## src/rtl/fifo_read.sv

```systemverilog
`default_nettype none
// ============================================================================
//  Module   : fifo_read
//  Purpose  : Read-side controller of an asynchronous FIFO (read clock
//             domain). Issues RAM reads against the synchronised write
//             pointer and presents words on a first-word-fall-through
//             valid/ready port through a two-entry output buffer.
//  Revision : 1.0 - initial release
// ============================================================================
module fifo_read #(
  parameter int BIT_SIZE   = 10,
  parameter int DATA_WIDTH = 8
) (
  input  logic                  rclk,
  input  logic                  reset_n,
  input  logic [BIT_SIZE:0]     wptr_sync,
  input  logic [DATA_WIDTH-1:0] rdata_ram,
  input  logic                  dout_ready,
  output logic [BIT_SIZE:0]     rptr,
  output logic [BIT_SIZE-1:0]   raddr,
  output logic                  ren,
  output logic [DATA_WIDTH-1:0] dout,
  output logic                  dout_valid,
  output logic                  empty,
  output logic [BIT_SIZE:0]     fifo_occu_out
);

  logic [BIT_SIZE:0]     r_rptr;
  logic                  r_inflight;
  logic [DATA_WIDTH-1:0] r_dout;
  logic                  r_dout_valid;
  logic [DATA_WIDTH-1:0] r_skid_data;
  logic                  r_skid_valid;
  logic                  r_empty;
  logic [BIT_SIZE:0]     r_occu;

  logic                  w_ram_empty;
  logic                  w_pop;
  logic [1:0]            w_slots;
  logic                  w_ren;

  // Read request: only while unread words exist and the buffer (including
  // the word already in flight) will have room for the returning word.
  always_comb begin
    w_ram_empty = (r_rptr == wptr_sync);
    w_pop       = r_dout_valid & dout_ready;
    w_slots     = {1'b0, r_dout_valid} + {1'b0, r_skid_valid}
                + {1'b0, r_inflight} - {1'b0, w_pop};
    w_ren       = !w_ram_empty && (w_slots < 2'd2);
  end

  // Read pointer, in-flight flag and the lagging status registers.
  always_ff @(posedge rclk) begin
    if (!reset_n) begin
      r_rptr     <= '0;
      r_inflight <= 1'b0;
      r_empty    <= 1'b1;
      r_occu     <= '0;
    end else begin
      r_inflight <= w_ren;
      if (w_ren) begin
        r_rptr <= r_rptr + 1'b1;
      end
      r_empty <= w_ram_empty;
      r_occu  <= wptr_sync - r_rptr;
    end
  end

  // Two-entry output buffer: output register in front, skid register behind;
  // returning RAM data goes to the output register whenever it is (or is
  // becoming) free and nothing older waits in the skid register.
  always_ff @(posedge rclk) begin
    if (!reset_n) begin
      r_dout       <= '0;
      r_dout_valid <= 1'b0;
      r_skid_data  <= '0;
      r_skid_valid <= 1'b0;
    end else if (r_inflight) begin
      if (!r_dout_valid || (w_pop && !r_skid_valid)) begin
        r_dout       <= rdata_ram;
        r_dout_valid <= 1'b1;
      end else if (w_pop) begin
        r_dout      <= r_skid_data;
        r_skid_data <= rdata_ram;
      end else begin
        r_skid_data  <= rdata_ram;
        r_skid_valid <= 1'b1;
      end
    end else if (w_pop) begin
      if (r_skid_valid) begin
        r_dout       <= r_skid_data;
        r_skid_valid <= 1'b0;
      end else begin
        r_dout_valid <= 1'b0;
      end
    end
  end

  assign rptr          = r_rptr;
  assign raddr         = r_rptr[BIT_SIZE-1:0];
  assign ren           = w_ren;
  assign dout          = r_dout;
  assign dout_valid    = r_dout_valid;
  assign empty         = r_empty;
  assign fifo_occu_out = r_occu;

endmodule
`default_nettype wire

```

## config.mk

```make
export PLATFORM = sky130hd
export DESIGN_NAME = fifo_read
export DESIGN_NICKNAME = d
export VERILOG_FILES = /design/src/rtl/fifo_read.sv
export SDC_FILE = /design/constraint.sdc
export NUM_CORES = 1
export LEC_CHECK = 0
export BUFFER_PORTS_ARGS = -buffer_cell sky130_fd_sc_hd__buf_4
export CORE_MARGIN = 2
export CORE_UTILIZATION = 52
export CTS_CLUSTER_SIZE = 30
export DETAILED_ROUTE_END_ITERATION = 6
export HOLD_SLACK_MARGIN = 0.1
export PLACE_DENSITY = 0.88
export SKIP_LAST_GASP = 1
export SLEW_MARGIN = 15
export SYNTH_ARGS = -nofsm -noshare
export SYNTH_HDL_FRONTEND = slang
export SYNTH_SLANG_ARGS = --single-unit
```

## constraint.sdc

```tcl
create_clock -name rclk -period 2.4 [get_ports rclk]
set_input_delay 0.48 -clock rclk [delete_from_list [all_inputs] [get_ports rclk]]
set_output_delay 0.48 -clock rclk [all_outputs]
set_load 0.05 [all_outputs]
```

## After elaboration in Yosys (flattened, before gate mapping)

Cells that the tools add are included.
Widths: inputs -> output; s select.

| word-level totals | value |
|---|---|
| word-level logic and storage cells | 47 |
| input port bits | 22 |
| output and inout bits | 43 |
| register bits | 42 |

| cells by class | value |
|---|---|
| equal/unequal tests | 5 |
| muxes and demuxes | 13 |
| reductions and logical operators | 13 |
| $add $sub $neg | 5 |
| bitwise gates (word level) | 2 |
| order comparisons | 1 |

Operators with widths:

| cell | number |
|---|---|
| $mux 8 | 5 |
| $add 11x1->11 const B | 1 |
| $eq 11x11->1 | 1 |
| $sub 11x11->11 | 1 |
| $reduce_and 3->1 | 3 |
| $mux 1 | 8 |
| $ne 2x2->1 const B | 3 |
| $reduce_bool 2->1 | 3 |
| $logic_not 1->1 | 3 |
| $add 1x1->2 | 1 |
| $add 2x1->2 | 1 |
| $logic_and 1x1->1 | 2 |
| $lt 2x2->1 const B | 1 |
| $ne 2x1->1 const B | 1 |
| $reduce_and 2->1 | 1 |
| $sub 2x1->2 | 1 |
| $and 1x1->1 | 1 |
| $logic_or 1x1->1 | 1 |
| $not 1->1 | 1 |

## Logic depth before layout (Yosys ltp)

| depth | value |
|---|---|
| depth after elaboration | 5 |
| gate-level depth with buffers | 9 |
| gate-level depth less buffers | 8 |

## Least setup slack after synthesis

Ideal clock, no wire load.

| path | value |
|---|---|
| path type | reg-to-output |
| start point | reg r_dout_valid, in the netlist dout_valid |
| end point | out ren |
| setup slack | -0.399 ns |
| required time | 1.920 ns |
| path buffers | 1 |
| cell stages (with the launch flop) | 8 |
| arrival time | 2.319 ns |
| path through | dfxtp_1 nand2_1 ha_1 ha_1 a21oi_2 xnor2_1 buf_6 nor2_2 |

| between the ends | value |
|---|---|
| cells in the longest elaborated chain, start to end | 5 |
| elaborated cells between the ends (all ways) | 6 |
| classes of those cells | 3 x add/sub; 1 x order compare; 1 x bitwise; 1 x reduce/logical |

RTL lines:

| item | RTL line | RTL |
|---|---|---|
| from (decl) | 31 | `logic r_dout_valid;` |
| from (signal assigned) | 75 | `r_dout_valid <= 1'b0;` |
| from (signal assigned) | 81 | `r_dout_valid <= 1'b1;` |
| from (signal assigned) | 94 | `r_dout_valid <= 1'b0;` |
| $add 1x1->2 | 47 | `w_slots = {1'b0, r_dout_valid} + {1'b0, r_skid_valid}` |
| $add 2x1->2 | 48 | `+ {1'b0, r_inflight} - {1'b0, w_pop};` |
| $sub 2x1->2 (*) | 48 |  |
| $lt 2x2->1 (*) | 49 | `w_ren = !w_ram_empty && (w_slots < 2'd2);` |
| $logic_and 1x1->1 (*) | 49 |  |
| to (decl) | 21 | `output logic ren,` |

Mark *: on every way between the ends. The rest lies on a longest branch, timed or not.

## Final worst setup path

Ends and elaborated chain as after synthesis.

==> reports/results.txt <==
The die covers 4960 sq um. The number of antenna diodes in the final layout is 0. The logs give 289 for the number of nets produced by synthesis and 1.37 nW for the reported leakage power. The tools report the count of final setup violators as 0.

The fraction of layout instances using a drive strength above 1 was 36.4%; the delay of the slowest cell on the worst path was 350 ps. The H-tree depth is 2, and the worst relative slew slack is 65.4%. The number of antenna violations at the first check in global routing was 0. The final critical path time including I/O delays and setup is 2320 ps, and the overall routing resource usage is 21.5%.

The capturing element type of the critical path is a primary output. The detailed-route vias per instance was 5.30. Clock-pin slew was measured on the worst setup and hold paths at 90 ps.

A synthesized cell averages 9.15 sq um. The final critical path takes up 96.9% of the cycle. By area the synthesized netlist is led by sky130_fd_sc_hd__dfxtp_1 37%, sky130_fd_sc_hd__ha_1 8.2%, sky130_fd_sc_hd__mux2i_1 7.4%, sky130_fd_sc_hd__nor2_1 5.9%, sky130_fd_sc_hd__xnor2_1 5.0%. STA classifies the critical path startpoint as a register. The worst-case clock buffer depth was 2; the core footprint was 4290 sq um. Maximum number of pins on one net before global-route repair: 32. The tools report the aggregate routed wire length as 5330 um.

Summed over all instances, the cell type with the most area after synthesis is sky130_fd_sc_hd__dfxtp_1. The count of buffers from port buffering is 64, and the number of DRC markers in iteration 0 is 121. The actual transition at the worst max-transition pin was 517 ps; the number of placement rows was 24. For this run, design rule violations remaining after detail routing come to 0. The average wire per standard cell was 14.3 um. The worst setup path is of the reg2out kind.

Timing would allow up to 430 MHz. For the worst-case clock skew, the log shows 8.18 ps. Worst hold path endpoint: empty. The number of different library cells used by synthesis comes to 43.

The tools report the post-layout net count as 358. The setup check on the worst reg-to-reg path leaves a slack of 160 ps. The finished layout holds 373 standard cells, fillers aside. The maximum vdd ir drop was 542 uV; the final total negative setup slack was 0 ps. Detailed placement finished with a half-perimeter wire length of 3820 um.

The flip-flop and latch count after synthesis is 42, and the largest fanout of any net on the critical path is 2. The final number of max-transition violations was 0; the total instance count after detailed placement was 361. The startpoint identified for the worst register-to-register timing path is dout_valid.

The end of the worst register-to-register path was rptr[5]. In this run, post-CTS hold repair placed 0 buffers. For the cell count after synthesis, the log shows 251. The root buffer cell chosen for the clock tree is sky130_fd_sc_hd__clkbuf_8. The die is 70.4 um tall. The global placement routability congestion came out at 0.995.

At the worst endpoint, the arrival time is 1840 ps. The total via count in the routed design is 1976. The run gives 42 as the CTS sink count.

The floorplan step set the die width to 70.4 um. For this design the ratio of total power to cell area is 800 nW/um^2. Worst hold-check path type: in2reg. The first detailed-routing pass ran for 6 iterations. The max-capacitance violation count is 0. The post-synthesis sequential area ratio came out at 36.6%.

The area added between synthesis and finish is 32.3%, and the length in cells of the worst reg-to-reg path is 10. The number of global-route vias before repair is 1862. The worst hold path begins at reset_n. The library cell used most frequently in the layout, excluding fill and tap cells, is sky130_fd_sc_hd__buf_4. The run gives 0 as the final count of hold timing violations. Leaving out fill and tap cells, the most frequent cells in the layout are 80 x sky130_fd_sc_hd__buf_4, 36 x sky130_fd_sc_hd__nor2_1, 31 x sky130_fd_sc_hd__dfxtp_1. The flow ran to the end, and the final reports show no timing, DRC or antenna violations.

The cell area after synthesis was 2300 sq um; the number of cells on the worst hold path was 2. At the worst endpoint, the required time is 1920 ps. For the total global routing overflow, the log shows 0.

Traced cell by cell, the critical path runs through nand2_1 > ha_1 > ha_4 > a21oi_2 > xnor2_2 > nor2_4 > buf_8. Counting the buffers created by CTS gives 5. Effective utilization at floorplan: 53.5%. The detail route stage leaves a number of antenna-violating nets equal to 0.

The proportion of netlist area held by the largest area contributor was 36.6%; the count of synthesis-stage warnings from yosys was 0. TritonCTS built the clock tree. The first global-routing pass estimated 8530 um of wire. For this design, the slowest cell found on the critical path is sky130_fd_sc_hd__dfxtp_4.

Overall power after layout: 0.00243 W. 65 I/O pins were placed. First element of the critical path: dout_valid. The tools report the clock latency reported for the late side of the worst-skew pair as 290 ps.
critical path: cells and delay by family, from the launching register on:
| kind | cells | cell delay (ps) |
|---|---|---|
| AOI/OAI and AO/OA | 1 | 170 |
| and+or+nand+nor | 2 | 200 |
| adders and majority gates | 2 | 550 |
| DFF | 1 | 350 |
| xor gates and xnor gates | 1 | 110 |
| buffers and inverters | 1 | 160 |
routing by layer:
layer  track usage [%]  up-vias  part of all wire, %
li1                  -      995                    -
met1              27.2      933                   45
met2              37.0       46                   50
met3              3.46        2                  4.4
met4              7.05        0                 0.77
met5                 0        -                    0
timing repair:
action	in CTS	in global routing
endpoints found under the setup margin	1	3
pin swaps	3	5
setup buffers	3	1
resized for setup	2	11
cell type report:
cell class              count  area [sq um]
clock buffers               6          72.6
repair buffers             81           616
fillers                   316          1260
clock inverters             2          37.5
multi-input cells         173          1320
inverters                  17          63.8
well taps                  52          65.1
flip-flops and latches     42           860
power breakdown:
group / total (W) / switching [W] / internal (W)
logic: 0.00102 / 0.000641 / 0.000375
registers: 0.000849 / 0.0000647 / 0.000784
clock network: 0.000563 / 0.000253 / 0.000311
registers in the layout, indices dropped and copies added, names as in the netlist:
| register | flops |
|---|---|
| fifo_occu_out | 11 |
| dout_valid | 1 |
| empty | 1 |
| r_skid_data | 8 |
| r_skid_valid | 1 |
| rptr | 11 |
| r_inflight | 1 |
| dout | 8 |
Yosys cell counts, drive strengths merged:
library cell  number
fa                 1
nand2             11
a21o               1
inv               17
and4               1
nand2b             5
o21bai             1
a21oi             10
nand3b             1
nor2b              2
ha                15
a211oi            10
nor3              10
o21a               4
mux2i             17
or3                1
o21ai              7
nor2              37
and3               1
dfxtp             42
o311ai             1
nand4              2
a31oi              1
nor4               7
clkbuf             5
buf               14
o311a              1
nor3b              2
nor4b              1
nand3              8
xnor2             13
xor2               2
metrics by stage:
step	setup slack, ps	hold WS, ps	instance area [sq um]	utilization [%]
2_1_floorplan	17.9	463	2310	-
4_1_cts	10.9	365	2970	69.3
3_3_place_gp	61.0	474	2840	66.0
6_report	75.3	376	3040	70.7
5_1_grt	-21.7	384	3040	70.7
3_5_place_dp	8.51	487	2840	66.0
how the worst max path moves through the flow:
stage	endpoint	cells past startpoint
after floorplan	ren	7
after global placement	rptr[5]	10
final	ren	7
after detailed placement	rptr[5]	10
after global routing	ren	7
after CTS	ren	7
logic make-up after synthesis:
group | share of synthesized area (%)
AOI/OAI and AO/OA | 10.2
xor gates and xnor gates | 6.05
adders and majority gates | 9.05
buffers and inverters | 8.28
DFF | 36.6
muxes | 7.41
and+or+nand+nor | 22.4
No activity file was read; power rests on OpenSTA's default activity.
